File: config.mk
export PLATFORM = sky130hd
export DESIGN_NAME = sample_arb
export DESIGN_NICKNAME = d
export VERILOG_FILES = /design/src/rtl/sample_arb.sv
export SDC_FILE = /design/constraint.sdc
export NUM_CORES = 1
export LEC_CHECK = 0
export ABC_CLOCK_PERIOD_IN_PS = 3940
export BUFFER_PORTS_ARGS = -buffer_cell sky130_fd_sc_hd__buf_2
export CORE_ASPECT_RATIO = 1.4
export CORE_MARGIN = 8
export CORE_UTILIZATION = 49
export CTS_BUF_LIST = sky130_fd_sc_hd__clkbuf_4
export DETAILED_ROUTE_END_ITERATION = 8
export PLACE_DENSITY = 0.8
export SYNTH_ARGS = -nofsm -noshare
export SYNTH_HDL_FRONTEND = slang
export SYNTH_SLANG_ARGS = --single-unit
File: constraint.sdc
create_clock -name clk -period 3.94 [get_ports clk]
set_clock_uncertainty 0.05 [all_clocks]
set_input_delay 0.591 -clock clk [delete_from_list [all_inputs] [get_ports clk]]
set_output_delay 0.591 -clock clk [all_outputs]
set_load 0.02 [all_outputs]
File: src/rtl/sample_arb.sv
// sample_arb: three-requester bus arbiter with a grant cycle, bounded ownership and a turnaround cycle.
// Define SAMPLE_ARB_RR_EN for round-robin arbitration; the default build uses fixed priority 0 > 1 > 2.
module sample_arb #(
    parameter int HOLD_MAX = 10,
    parameter int DW       = 8
) (
    input  logic          clk,
    input  logic          rst_n,
    input  logic [2:0]    req,
    input  logic [2:0]    rel,
    input  logic [DW-1:0] d0,
    input  logic [DW-1:0] d1,
    input  logic [DW-1:0] d2,
    output logic [2:0]    grant,
    output logic [1:0]    owner,
    output logic          bus_oe,
    output logic [DW-1:0] dout,
    output logic          timeout
);

    localparam logic [1:0] ST_IDLE    = 2'd0;
    localparam logic [1:0] ST_GRANT   = 2'd1;
    localparam logic [1:0] ST_OWN     = 2'd2;
    localparam logic [1:0] ST_TURN    = 2'd3;
    localparam logic [1:0] OWNER_NONE = 2'd3;
    localparam logic [7:0] CNT_LIMIT  = 8'(HOLD_MAX - 1);

    function automatic logic bit_of(input logic [2:0] v, input logic [1:0] idx);
        logic b;
        case (idx)
            2'd0:    b = v[0];
            2'd1:    b = v[1];
            2'd2:    b = v[2];
            default: b = 1'b0;
        endcase
        return b;
    endfunction

    function automatic logic [2:0] onehot_of(input logic [1:0] idx);
        logic [2:0] oh;
        case (idx)
            2'd0:    oh = 3'b001;
            2'd1:    oh = 3'b010;
            2'd2:    oh = 3'b100;
            default: oh = 3'b000;
        endcase
        return oh;
    endfunction

    function automatic logic [DW-1:0] data_of(input logic [1:0] idx, input logic [DW-1:0] a,
                                              input logic [DW-1:0] b, input logic [DW-1:0] c);
        logic [DW-1:0] v;
        case (idx)
            2'd0:    v = a;
            2'd1:    v = b;
            2'd2:    v = c;
            default: v = {DW{1'b0}};
        endcase
        return v;
    endfunction

    function automatic logic [1:0] next_idx(input logic [1:0] idx);
        return (idx == 2'd2) ? 2'd0 : (idx + 2'd1);
    endfunction

    // First requesting index found scanning upward (mod 3) from start; OWNER_NONE if none.
    function automatic logic [1:0] pick(input logic [2:0] r, input logic [1:0] start);
        logic [1:0] idx;
        logic [1:0] win;
        logic       found;
        idx   = start;
        win   = OWNER_NONE;
        found = 1'b0;
        for (int k = 0; k < 3; k++) begin
            if (!found && bit_of(r, idx)) begin
                win   = idx;
                found = 1'b1;
            end else begin
                win   = win;
            end
            idx = next_idx(idx);
        end
        return win;
    endfunction

    logic [1:0]    state_q, state_d;
    logic [2:0]    grant_q, grant_d;
    logic [1:0]    owner_q, owner_d;
    logic          bus_oe_q, bus_oe_d;
    logic [DW-1:0] dout_q, dout_d;
    logic          timeout_q, timeout_d;
    logic [7:0]    cnt_q, cnt_d;
    logic [1:0]    winner_s;
    logic          rel_own_s;
    logic          req_own_s;
    logic          at_limit_s;

`ifdef SAMPLE_ARB_RR_EN
    logic [1:0]    rr_ptr_q, rr_ptr_d;
    assign winner_s = pick(req, rr_ptr_q);
`else
    assign winner_s = pick(req, 2'd0);
`endif

    assign rel_own_s  = bit_of(rel, owner_q);
    assign req_own_s  = bit_of(req, owner_q);
    assign at_limit_s = (cnt_q == CNT_LIMIT);

    // Next-state and next-output computation for the arbitration FSM.
    always_comb begin
        state_d   = state_q;
        grant_d   = grant_q;
        owner_d   = owner_q;
        bus_oe_d  = bus_oe_q;
        dout_d    = dout_q;
        timeout_d = 1'b0;
        cnt_d     = cnt_q;
`ifdef SAMPLE_ARB_RR_EN
        rr_ptr_d  = rr_ptr_q;
`endif
        case (state_q)
            ST_IDLE: begin
                if (winner_s != OWNER_NONE) begin
                    state_d = ST_GRANT;
                    owner_d = winner_s;
                    grant_d = onehot_of(winner_s);
                end else begin
                    grant_d  = 3'b000;
                    owner_d  = OWNER_NONE;
                    bus_oe_d = 1'b0;
                end
            end
            ST_GRANT: begin
                state_d  = ST_OWN;
                bus_oe_d = 1'b1;
                cnt_d    = 8'd0;
                dout_d   = data_of(owner_q, d0, d1, d2);
            end
            ST_OWN: begin
                dout_d = data_of(owner_q, d0, d1, d2);
                cnt_d  = cnt_q + 8'd1;
                if (rel_own_s || !req_own_s || at_limit_s) begin
                    state_d   = ST_TURN;
                    grant_d   = 3'b000;
                    owner_d   = OWNER_NONE;
                    bus_oe_d  = 1'b0;
                    // Release or request loss takes precedence over the hold limit.
                    timeout_d = at_limit_s && !rel_own_s && req_own_s;
`ifdef SAMPLE_ARB_RR_EN
                    rr_ptr_d  = next_idx(owner_q);
`endif
                end else begin
                    state_d = ST_OWN;
                end
            end
            ST_TURN: begin
                state_d = ST_IDLE;
            end
            default: begin
                state_d  = ST_IDLE;
                grant_d  = 3'b000;
                owner_d  = OWNER_NONE;
                bus_oe_d = 1'b0;
            end
        endcase
    end

    // State and output registers; reset clears everything immediately.
    always_ff @(posedge clk or negedge rst_n) begin
        if (!rst_n) begin
            state_q   <= ST_IDLE;
            grant_q   <= 3'b000;
            owner_q   <= OWNER_NONE;
            bus_oe_q  <= 1'b0;
            dout_q    <= {DW{1'b0}};
            timeout_q <= 1'b0;
            cnt_q     <= 8'd0;
`ifdef SAMPLE_ARB_RR_EN
            rr_ptr_q  <= 2'd0;
`endif
        end else begin
            state_q   <= state_d;
            grant_q   <= grant_d;
            owner_q   <= owner_d;
            bus_oe_q  <= bus_oe_d;
            dout_q    <= dout_d;
            timeout_q <= timeout_d;
            cnt_q     <= cnt_d;
`ifdef SAMPLE_ARB_RR_EN
            rr_ptr_q  <= rr_ptr_d;
`endif
        end
    end

    assign grant   = grant_q;
    assign owner   = owner_q;
    assign bus_oe  = bus_oe_q;
    assign dout    = dout_q;
    assign timeout = timeout_q;

endmodule

==> run metrics, run 1 <==
status completed; drt pass-1 iters 4; TNS Setup 0 ns; post-CTS resize count 0; # diodes 0; Post-Synthesis Cell Area 0.001455 mm²; switching portion of total power a little under half; # Max-Cap Violations 0; post-layout min period 2.087 ns; final WL 3.435 mm; CTS Buffer Depth 2; H-tree depth 1; Leakage 0.8315 nW; Int Pwr 643.0 µW; Vias/cell roughly 5.6; reg2reg setup slack 1.85 ns; Avg Cell Area, Syn 9.210 µm²; Total GRT Usage 14.65%; total chip power 1.222 mW; Placed Instance Area about 0.0017 mm²; Site Rows 23; CTS tree built; Final Setup Violations 0; synthesized flop and latch total 25; GRT Residual Overflow 0; number of I/O port buffers 46; initial antenna violation count 0; post-route ant nets 0; Initial Utilization 51.08%; GPL Wtd Cong 0.8735; register area share after synthesis 43.16%; worst endpoint data arrival time 2.28 ns; clk root buf clkbuf_4; synth warn 0; most common cell after layout, fill and taps aside buf_2; Avg WL per Cell around 14 µm; clock sink total 25; R2R Path End cnt_q[1]; FF-to-FF Start state_q[0]; largest net degree at the start of global routing 26; Synth Net Count 196; Slew Limit Fails 0; Die X 62.06 µm; cts hold-fix bufs 0; design area 0.001728 mm²; maximum ir drop on the vdd rail 0.5654 mV; Nets 239; Remaining DRCs 0; CTS Buf Count 3; core area 0.002849 mm²; CP Capture Type register; sequential share of power 37.4%; RSZ-0062 raised after global routing no; CTS clock-pin slew for the worst setup and hold paths 0.13 ns; final cycle utilization of the critical path 52.97%; Iteration-0 DRC Markers 33; DP Wirelength 2.683 mm; share of cells above drive strength 1 28.50%; Worst-Skew Late Latency 0.32 ns; Tightest Hold Check Type input pin to async pin; Cells after Synth 158; Gate power share 52.6%; vias in the first global route 1,284; first-pass GRT wire length 5.609 mm; Ports 47; P&R area growth vs syn 18.74%; PD cells 707.1 mW/mm²; Final Hold Fails 0; max-slew headroom at the worst pin 54.55%; Distinct cells, synth 28; Peak Freq 479.1 MHz; CP max FO 24; Post-CTS Setup Bufs 0; CP Class register to register; Via Count around 1,300; CP Launch Type register; Psw 578.8 µW; CP required 4.13 ns; R2R depth 5; Die Ht roughly 80 µm; die area 0.004994 mm²; Tightest Pin Transition 0.6818 ns; Clk pwr share 10.0%; most frequent cells in the layout 46 x buf_2, 23 x nor2_1, 23 x a21oi_1, 23 x dfrtp_1
## power by group through the flow
stage,Clock [mW],Combinational [mW],Sequential [mW]
after floorplan,0,0.427,0.498
after detailed placement,0,0.654,0.460
after global placement,0,0.624,0.454
after global routing,0.137,0.712,0.470
after CTS,0.126,0.652,0.458
final,0.122,0.643,0.457
## worst max-delay path by stage
stage                     from        to  slack, ns  depth (start not counted)
floorplan             owner[0]    bus_oe       2.24                          4
global placement    state_q[0]  cnt_q[1]       2.01                          5
detailed placement  state_q[0]  cnt_q[1]       1.90                          5
CTS                 state_q[0]  cnt_q[1]       1.87                          5
global route        state_q[1]  cnt_q[7]       1.72                          6
finish              state_q[0]  cnt_q[1]       1.85                          5
## final cells by class
class                           instances  area (µm²)
Timing Repair Buffer                   46       230.2
Inverter                               10       37.54
Sequential cell                        25       628.1
Multi-Input combinational cell        115       755.7
Fill cell                             247        1121
Clock buffer                            4       30.03
Tap cell                               37       46.29
## flip-flops by register name, indices dropped and copies added (netlist names)
signal / count
owner: 2
dout: 8
bus_oe: 1
state_q: 2
grant: 3
cnt_q: 8
timeout: 1
## layer usage
layer	GRT usage, %	share of wire, %
met2	24.61	51
met4	5.721	0.76
met5	0	0
met3	3.834	7.1
met1	16.86	41
## synth_stat cells, drive strengths merged
master	number	area, µm²
or3	3	18.77
and4bb	2	25.02
o31ai	1	21.27
dfrtp	23	575.6
inv	10	37.54
nand2b	1	6.260
o32ai	1	8.760
clkbuf	5	18.77
a22o	4	35.03
dfstp	2	52.55
nand2	8	30.03
mux2i	11	110.1
nand4	1	6.260
nand3	5	25.02
nor2	23	86.33
o2bb2ai	3	26.28
xnor2	1	8.760
nor3	5	25.02
nor4	1	21.27
nor4b	1	15.01
buf	3	15.01
o21ai	12	63.81
a21oi	23	115.1
nor2b	1	6.260
mux2	1	15.01
nand4bb	1	11.26
ha	6	75.07
## critical path, cell delays in order, from the launching register on
cell	delay, ns
dfrtp_1	0.41
inv_1	0.08
ha_1	0.73
inv_1	0.29
or3_1	0.37
o21ai_0	0.08
## metrics by stage
step	hold WS [ns]	setup slack, ns	instances	util (%)
2_1_floorplan	0.2454	2.240	158	-
3_3_place_gp	0.4480	2.013	233	59.60
3_5_place_dp	0.4535	1.898	233	59.60
4_1_cts	0.2024	1.867	237	60.65
5_1_grt	0.2049	1.725	237	60.65
6_report	0.1831	1.853	237	60.65
## logic make-up (layout without fill, tap and decap cells)
logic type               Yosys count  count (layout)  synth area share [%]
flip-flops                        25              25                 43.16
AO/OA/AOI/OAI                     44              44                 18.57
buffers and inverters             18              60                 4.901
AND/OR/NAND/NOR                   52              52                 19.00
XOR/XNOR                           1               1                0.6020
multiplexers                      12              12                 8.598
adder cells (fa/ha/maj)            6               6                 5.159
No activity file was read; power rests on OpenSTA's default activity.
==> run 2, diff against run 1 <==
ABC_CLOCK_PERIOD_IN_PS = 2100   (was 3940)
clock period = 2.1 ns   (was 3.94 ns; I/O delays follow)
==> run 2 against run 1 <==
  * First-iteration DRC count shrank 6.1%
  * Count of clock-buffer cells in the layout is the same
  * Cell count grew 1.7%
  * Critical path depth shrank 1
  * Clock power grew 83%
  * Total power grew 91%
  * Global-route usage grew 0.57 points
  * Combinational power grew 100%
  * Core utilization grew 1.1 points
  * Sequential share of layout area shrank 0.67 points
  * Via count shrank 1.8%
==> run metrics, run 2 (synthesis results as in run 1) <==
H-tree depth 1 (unchanged); GPL Wtd Cong 0.8885 (+1.7%); maximum ir drop on the vdd rail 0.8582 mV (+52%); final cycle utilization of the critical path 83.91% (+31 points); # diodes 0 (unchanged); P&R area growth vs syn 20.98%; Placed Instance Area 0.001720 mm² (+1.3%); design area 0.001760 mm² (+1.9%); max-slew headroom at the worst pin 63.90% (+9.4 points); CTS tree built; Avg WL per Cell 14.46 µm (-0.20%); R2R Path End bus_oe; # Max-Cap Violations 0 (unchanged); R2R depth 4 (-1); Slew Limit Fails 0 (unchanged); core area 0.002849 mm² (unchanged); Leakage 0.8496 nW (+2.2%); Fillers 224 (-9.3%); Peak Freq 567.5 MHz (+18%); CTS Buffer Depth 2 (unchanged); Die X 62.06 µm (unchanged); Tightest Hold Check Type input pin to register; Nets 243 (+1.7%); DP Wirelength 2.827 mm (+5.4%); initial antenna violation count 0 (unchanged); worst hold path cell count 3; vias in the first global route 1,392 (+8.4%); Iteration-0 DRC Markers 31 (-6.1%); CP Capture Type register; PD cells 1325 mW/mm² (+87%); Via Count 1,295 (-1.8%); CTS clock-pin slew for the worst setup and hold paths 0.13 ns (about the same); slowest library cell on the worst path dfstp_2; Tightest Pin Transition 0.5415 ns (-0.1403 ns); share of cells above drive strength 1 29.41% (+0.91 points); worst path cell trace and4bb_1, o31ai_4, o21ai_2, mux2_4; Site Rows 23 (unchanged); first-pass GRT wire length 5.837 mm (+4.1%); Setup crit end bus_oe; worst endpoint data arrival time 1.93 ns (-0.35 ns); final WL 3.486 mm (+1.5%); clock sink total 25 (unchanged); TNS Setup 0 ns (unchanged); number of I/O port buffers 46 (unchanged); die area 0.004994 mm² (unchanged); drt pass-1 iters 4 (unchanged); largest net degree at the start of global routing 26 (unchanged); Final Hold Fails 0 (unchanged); most common cell after layout, fill and taps aside buf_2; delay-heaviest family, CP flip-flops; clk root buf clkbuf_4; post-layout min period 1.762 ns (-0.3251 ns); CP bufs+invs 0 (-2); RSZ-0062 raised after global routing no; Crit. path cell count 4 (-1); Vias/cell 5.373 (-3.4%); Post-CTS Setup Bufs 0 (unchanged); Remaining DRCs 0 (unchanged); hold slack 0.2336 ns (+0.05042 ns); Worst Setup SP owner[1]; CP max FO 10 (-58%); Initial Utilization 51.08% (unchanged); reg2reg setup slack 0.34 ns (-1.51 ns); CP Class register to register; status completed; Worst path max stage delay 0.66 ns (-0.07 ns); Total GRT Usage 15.22% (+0.57 points); Die Ht 80.48 µm (unchanged); Ports 47 (unchanged); most frequent cells in the layout 46 x buf_2, 23 x nor2_1, 23 x a21oi_1, 23 x dfrtp_1; Final Setup Violations 0 (unchanged); CP required 2.27 ns (-1.86 ns); FF-to-FF Start owner[1]; post-route ant nets 0 (unchanged); GRT Residual Overflow 0 (unchanged); CP Launch Type register; CTS Buf Count 3 (unchanged); Worst-Skew Late Latency 0.31 ns (about the same)
## run 2: how the worst min path moves through the flow
stage / start / endpoint / slack (ns)
global placement: rst_n / grant[2] / 0.28
CTS: req[2] / owner[0] / 0.22
finish: d1[4] / dout[4] / 0.23
global route: d1[7] / dout[7] / 0.24
detailed placement: rst_n / grant[2] / 0.28
floorplan: rst_n / bus_oe / -0.03
## run 2: routing by layer
metal	vias up	track usage (%)	share of wire, %
met4	0	7.551	1.7
met3	7	2.716	4.8
li1	648	-	-
met5	-	0	0
met1	596	17.71	41
met2	44	25.44	52
## run 2: area by class of cell
type | count | area, µm² | area share, %
Sequential cell | 25 | 628.1 | 35.68
Clock buffer | 4 | 30.03 | 1.706
Tap cell | 37 | 46.29 | 2.630
Multi-Input combinational cell | 115 | 755.7 | 42.93
Timing Repair Buffer | 50 | 262.8 | 14.93
Inverter | 10 | 37.54 | 2.132
## run 2: power breakdown
part | internal (mW) | switching, mW | total, mW | leakage, nW
clock | 0.0872 | 0.136 | 0.223 | 0.0184
sequential | 0.667 | 0.140 | 0.807 | 0.318
combinational | 0.492 | 0.810 | 1.30 | 0.513
total | 1.25 | 1.09 | 2.33 | 0.850
## run 2: metrics by stage
stage	utilization [%]	setup WS (ns)	total power, mW	instances
floorplan	-	0.3999	1.736	158
global placement	60.39	0.3774	2.073	236
detailed placement	60.39	0.3546	2.126	236
CTS	61.79	0.3395	2.355	241
global route	61.79	0.2150	2.530	241
finish	61.79	0.3380	2.332	241
## run 2: repair_timing
action                    CTS  global route
hold buffers                1             0
gates resized for setup     0             0
hold endpoints to repair   23             0
## run 2: worst register-to-register path, cell delays in order, from the launching register on
cell and delay [ns]:
dfstp_2 0.66, and4bb_1 0.25, o31ai_4 0.32, o21ai_2 0.09, mux2_4 0.30
